--- src/rtl/pll_loop_filter_pi.sv ---
`default_nettype none
// ============================================================================
// Module   : pll_loop_filter_pi
// Purpose  : PI loop filter for the digital PLL. It has a saturating leaky
//            integrator, a proportional path, a quantised output and a lock detector.
// Revision : 1.0  initial release
// ============================================================================
module pll_loop_filter_pi #(
    parameter int IN_W       = 8,
    parameter int OUT_W      = 12,
    parameter int ACC_W      = 12,
    parameter int FRAC_W     = 0,
    parameter int KI_SHL     = 1,
    parameter int KP_SHL     = 0,
    parameter int LEAK_SHIFT = 4,
    parameter int QUANT_BITS = 4,
    parameter int LOCK_THR   = 4,
    parameter int LOCK_CNT   = 16
) (
    input  logic                    CLK,
    input  logic                    RESET,
    input  logic                    CLEAR,
    input  logic                    HOLD,
    input  logic                    IN_VALID,
    input  logic signed [IN_W-1:0]  C,
    output logic                    OUT_VALID,
    output logic signed [OUT_W-1:0] D1,
    output logic signed [OUT_W-1:0] D2,
    output logic                    SAT,
    output logic                    LOCK
);

    localparam int AW    = ACC_W + IN_W + KI_SHL + 2;
    localparam int PW    = ACC_W + IN_W + KP_SHL + 2;
    localparam int CNT_W = $clog2(LOCK_CNT + 1);

    localparam logic signed [AW-1:0] ACC_MAX = {{(AW - ACC_W + 1){1'b0}}, {(ACC_W - 1){1'b1}}};
    localparam logic signed [AW-1:0] ACC_MIN = ~ACC_MAX;
    localparam logic signed [PW-1:0] OUT_MAX = {{(PW - OUT_W + 1){1'b0}}, {(OUT_W - 1){1'b1}}};
    localparam logic signed [PW-1:0] OUT_MIN = ~OUT_MAX;

    logic signed [ACC_W-1:0] acc;
    logic signed [IN_W-1:0]  err_d;
    logic                    v_d;
    logic                    hold_d;
    logic                    sat_a;
    logic [CNT_W-1:0]        lock_cnt;

    logic signed [AW-1:0]    acc_ext;
    logic signed [AW-1:0]    ki_term;
    logic signed [AW-1:0]    leak;
    logic signed [AW-1:0]    acc_sum;
    logic signed [ACC_W-1:0] acc_clamped;
    logic                    acc_clip;

    logic signed [PW-1:0]    acc_pw;
    logic signed [PW-1:0]    int_term;
    logic signed [PW-1:0]    p_term;
    logic signed [PW-1:0]    out_sum;
    logic signed [OUT_W-1:0] d1_next;
    logic signed [OUT_W-1:0] d2_next;
    logic                    out_clip;

    logic signed [IN_W:0]    err_wide;
    logic signed [IN_W:0]    err_abs;
    logic                    err_is_min;
    logic                    in_window;
    logic [CNT_W-1:0]        cnt_next;

    assign acc_ext = {{(AW - ACC_W){acc[ACC_W-1]}}, acc};
    assign ki_term = {{(AW - IN_W){C[IN_W-1]}}, C} <<< KI_SHL;

    generate
        if (LEAK_SHIFT > 0) begin : g_leak
            assign leak = acc_ext >>> LEAK_SHIFT;
        end else begin : g_no_leak
            assign leak = '0;
        end
    endgenerate

    assign acc_sum = acc_ext + ki_term - leak;

    always_comb begin
        acc_clamped = acc_sum[ACC_W-1:0];
        acc_clip    = 1'b0;
        if (acc_sum > ACC_MAX) begin
            acc_clamped = ACC_MAX[ACC_W-1:0];
            acc_clip    = 1'b1;
        end else if (acc_sum < ACC_MIN) begin
            acc_clamped = ACC_MIN[ACC_W-1:0];
            acc_clip    = 1'b1;
        end
    end

    // Output stage reads acc after the sample's own integrator update
    assign acc_pw   = {{(PW - ACC_W){acc[ACC_W-1]}}, acc};
    assign int_term = acc_pw >>> FRAC_W;
    assign p_term   = hold_d ? '0 : ({{(PW - IN_W){err_d[IN_W-1]}}, err_d} <<< KP_SHL);
    assign out_sum  = int_term + p_term;

    always_comb begin
        d1_next  = out_sum[OUT_W-1:0];
        out_clip = 1'b0;
        if (out_sum > OUT_MAX) begin
            d1_next  = OUT_MAX[OUT_W-1:0];
            out_clip = 1'b1;
        end else if (out_sum < OUT_MIN) begin
            d1_next  = OUT_MIN[OUT_W-1:0];
            out_clip = 1'b1;
        end
    end

    generate
        if (QUANT_BITS > 0) begin : g_quant
            assign d2_next = {d1_next[OUT_W-1:QUANT_BITS], {QUANT_BITS{1'b0}}};
        end else begin : g_no_quant
            assign d2_next = d1_next;
        end
    endgenerate

    // The most negative error has no positive magnitude and never counts as in-window
    assign err_wide   = {err_d[IN_W-1], err_d};
    assign err_abs    = err_wide[IN_W] ? -err_wide : err_wide;
    assign err_is_min = (err_d == {1'b1, {(IN_W - 1){1'b0}}});
    assign in_window  = !err_is_min && (int'(err_abs) <= LOCK_THR);
    assign cnt_next   = (lock_cnt == CNT_W'(LOCK_CNT)) ? lock_cnt : lock_cnt + CNT_W'(1);

    always_ff @(posedge CLK or posedge RESET) begin
        if (RESET) begin
            acc       <= '0;
            err_d     <= '0;
            v_d       <= 1'b0;
            hold_d    <= 1'b0;
            sat_a     <= 1'b0;
            lock_cnt  <= '0;
            OUT_VALID <= 1'b0;
            D1        <= '0;
            D2        <= '0;
            SAT       <= 1'b0;
            LOCK      <= 1'b0;
        end else if (CLEAR) begin
            acc       <= '0;
            v_d       <= 1'b0;
            sat_a     <= 1'b0;
            lock_cnt  <= '0;
            OUT_VALID <= 1'b0;
            LOCK      <= 1'b0;
        end else begin
            v_d       <= IN_VALID;
            OUT_VALID <= v_d;
            if (IN_VALID) begin
                err_d  <= C;
                hold_d <= HOLD;
                sat_a  <= !HOLD && acc_clip;
                if (!HOLD) begin
                    acc <= acc_clamped;
                end
            end
            if (v_d) begin
                D1  <= d1_next;
                D2  <= d2_next;
                SAT <= sat_a | out_clip;
                if (in_window) begin
                    lock_cnt <= cnt_next;
                    if (cnt_next == CNT_W'(LOCK_CNT)) begin
                        LOCK <= 1'b1;
                    end
                end else begin
                    lock_cnt <= '0;
                    LOCK     <= 1'b0;
                end
            end
        end
    end

endmodule
`default_nettype wire

--- config.mk ---
export PLATFORM = sky130hd
export DESIGN_NAME = pll_loop_filter_pi
export DESIGN_NICKNAME = d
export VERILOG_FILES = /design/src/rtl/pll_loop_filter_pi.sv
export SDC_FILE = /design/constraint.sdc
export NUM_CORES = 1
export LEC_CHECK = 0
export BUFFER_PORTS_ARGS = -buffer_cell sky130_fd_sc_hd__buf_2
export CAP_MARGIN = 5
export CORE_MARGIN = 5
export CORE_UTILIZATION = 35
export DETAILED_ROUTE_END_ITERATION = 10
export GPL_TIMING_DRIVEN = 0
export PLACE_DENSITY_LB_ADDON = 0.05
export SYNTH_ARGS = -nofsm -noshare
export SYNTH_HDL_FRONTEND = slang
export SYNTH_SLANG_ARGS = --single-unit
--- constraint.sdc ---
create_clock -name CLK -period 4.8 [get_ports CLK]
set_clock_uncertainty 0.2 [all_clocks]
set_input_delay 0.48 -clock CLK [delete_from_list [all_inputs] [get_ports CLK]]
set_output_delay 0.48 -clock CLK [all_outputs]
set_load 0.02 [all_outputs]
==> impl_metrics.tcl <==
set metrics [dict create \
    status "complete, no violations" \
    r2r_slack_ps 1000 \
    final_common_cell "inv_1" \
    cp_data_required_time_ps 4780 \
    crit_path_end_kind "flip-flop" \
    cts_buffer_depth 2 \
    grt_max_degree 41 \
    cts_max_level 2 \
    ys_ff_latch 43 \
    ys_types 71 \
    r2r_start "acc[10]$_DFFE_PP0P_" \
    crit_cells 13 \
    ir_drop_uv 250 \
    period_share_pct 79.3 \
    cts_buffers 5 \
    via_per_inst 4.96 \
    cap_viol_max_count 0 \
    drive_above_1_share_pct 19.0 \
    nets 523 \
    cts-root-buf "clkbuf_8" \
    grt_overflow 0 \
    relSlewSlack_pct 63.7 \
    setup_viol 0 \
    path_buf_inv 4 \
    avgSynthCellArea_sq_um 8.68 \
    ant_nets 0 \
    power_density_mw_per_mm2 601 \
    cts_sinks 43 \
    path_max_fanout 10 \
    grt_pass1_wl_um 14700 \
    dieArea_sq_mm 0.0127 \
    cp_top_family "compound AO/OA/AOI/OAI gates" \
    yosysWarningCount 0 \
    cpMaxStageDelayCell "fa_1" \
    n_antenna_cell 0 \
    cp_slowest_stage_delay_ps 520 \
    rows 37 \
    cts_resized 0 \
    synthCells 426 \
    syn_to_final_growth_pct 13.6 \
    grt_pass1_vias 2887 \
    dr.first_iter.drc_count 100 \
    hpwl_um 6940 \
    num_vias 3023 \
    rsz0062_at_grt "no" \
    p_leak_nw 2.03 \
    crit_start "acc[10]$_DFFE_PP0P_" \
    drc_errors 0 \
    drv_slew 0 \
    r2r_end "acc[9]$_DFFE_PP0P_" \
    fp.coreArea_sq_mm 0.0103 \
    place.gp.congestion 0.800 \
    hold_path.class "input pin to flip-flop" \
    start_util_pct 35.8 \
    worstPathArrival_ps 3780 \
    grtUsageTotal_pct 13.9 \
    clock_latency_ps 300 \
    yosysTopAreaCell "dfrtp_1" \
    antenna_found_initial 0 \
    path_class "flip-flop to flip-flop" \
    hold_slack_ps 203 \
    crit_chain "inv_1 -> fa_1 -> inv_1 -> ha_1 -> buf_6 -> and3_1 -> o2111a_1 -> a31oi_1 -> a21oi_1 -> o32ai_1 -> a221oi_1 -> buf_4 -> a221o_1" \
    reg2reg_depth 13 \
    portBuffers 35 \
    p_total_w 0.00252 \
    yosysSeqAreaShare_pct 29.1 \
    cp-endpoint "acc[9]$_DFFE_PP0P_" \
    fin_tns_setup_ps 0 \
    fmax_mhz 263 \
    final_cell_mix "inv_1 (56), dfrtp_1 (43), nand2_1 (39)" \
    synth_enable_flop_cells 0 \
    die_y_um 113 \
    detail_route.wl_per_cell_um 14.1 \
    start_kind "flip-flop" \
    totalWireLength_um 8590 \
    cts_tree "built" \
    cts.clk_slew.worst_paths_ps 80 \
    fin_crit_ps 3800 \
    ios 40 \
    synth.area.top_cells "dfrtp_1 (29%), ha_1 (8.5%), fa_1 (6.5%)" \
    async_reset_ff_share_pct 100 \
    tightest_slew_ps 539 \
    synth.top_cell.area_share_pct 29.1 \
    hold_violations 0 \
    netlist_area_sq_mm 0.00370 \
    crit_top_cell "inv_1" \
    dr.pass1.iters 4 \
    post-route-util_pct 40.7 \
    die_x_um 113 \
    ys.flop_type "dfrtp_1" \
]
## cell usage after synthesis, types with 3 or more instances
library cell and instances:
xor2_1 4, or2_2 3, nand2b_1 7, dfrtp_1 43, nand3_1 13, mux2i_1 3
nor4_1 3, a21o_1 3, nor3_1 7, nor2_1 34, buf_4 15, inv_1 57
a22o_1 3, o21ai_1 4, a221o_1 8, nor2b_1 7, a21oi_1 16, mux2_2 8
xnor2_1 12, ha_1 25, o21ai_0 28, a31oi_1 5, fa_1 12, nand2_1 39
and3_1 4, buf_6 4, clkbuf_1 4
## worst register-to-register path, cell delays in order, from the launching register on
cell and delay [ps]:
dfrtp_1 480, inv_1 150, fa_1 520, inv_1 50, ha_1 290, buf_6 150
and3_1 230, o2111a_1 140, a31oi_1 340, a21oi_1 120, o32ai_1 340, a221oi_1 180
buf_4 220, a221o_1 290
## final cells by class
| cell class | count | area, sq um |
|---|---|---|
| well taps | 136 | 170 |
| multi-input cells | 304 | 2230 |
| clock buffers | 6 | 82.6 |
| repair buffers | 37 | 205 |
| flip-flops and latches | 43 | 1080 |
| fillers | 1056 | 6120 |
| plain buffers | 25 | 186 |
| inverters | 57 | 214 |
| clock inverters | 2 | 35.0 |
## kinds of logic (layout without fill, tap and decap cells)
kind of cell / count (synthesis) / after routing / synth area share [%]
buffers and inverters: 82 / 127 / 10.8
multiplexers: 11 / 11 / 3.25
XOR/XNOR: 16 / 16 / 3.79
other: 1 / 4 / 0.101
AO/OA/AOI/OAI: 104 / 104 / 20.5
flip-flops: 43 / 43 / 29.1
adder cells (fa/ha/maj): 37 / 37 / 15.0
AND/OR/NAND/NOR: 132 / 132 / 17.4
## flip-flops by register name, indices dropped and copies added, names as in the netlist
name and count:
D1 12, LOCK 1, OUT_VALID 1, SAT 1
acc 12, err_d 8, hold_d 1, lock_cnt 5
sat_a 1, v_d 1
## through the flow
stage,instance area (sq um),setup slack (ps),std cells
floorplan,3710,1320,429
global route,4200,725,610
finish,4200,996,610
global placement,4050,904,600
detailed placement,4070,880,601
CTS,4200,1000,610
## power breakdown
| part | switching, W | leakage [nW] | internal, W |
|---|---|---|---|
| Combinational | 0.000952 | 1.41 | 0.000721 |
| Clock | 0.000127 | 0.0612 | 0.000169 |
| Sequential | 0.0000980 | 0.561 | 0.000458 |
| Total | 0.00118 | 2.03 | 0.00135 |
## how the worst min path moves through the flow
stage	startpoint	endpoint	slack, ps	cells after the start
6_report	IN_VALID	sat_a$_DFFE_PP0P_	200	2
5_1_grt	IN_VALID	sat_a$_DFFE_PP0P_	190	2
4_1_cts	IN_VALID	sat_a$_DFFE_PP0P_	190	2
3_5_place_dp	RESET	lock_cnt[3]$_DFFE_PP0P_	160	2
3_3_place_gp	D1[1]$_DFFE_PP0P_	D1[1]$_DFFE_PP0P_	260	2
2_1_floorplan	acc[2]$_DFFE_PP0P_	acc[2]$_DFFE_PP0P_	300	1
## routing by layer
layer  global-route usage [%]  part of all wire, %  up-vias  wire length [um]
met2                     23.2                   46       60              3970
met3                     2.03                  3.9        7               336
met4                     3.37                  1.1        0                95
met5                        0                    0        -                 0
li1                         -                    -     1557                 -
met1                     19.1                   49     1399              4190
## what timing repair did
action / in CTS / in global routing
setup buffers: 0 / 0
hold endpoints to repair: 3 / 0
setup endpoints to repair: 0 / 0
hold buffers: 1 / 0
No activity file was read; power rests on OpenSTA's default activity.
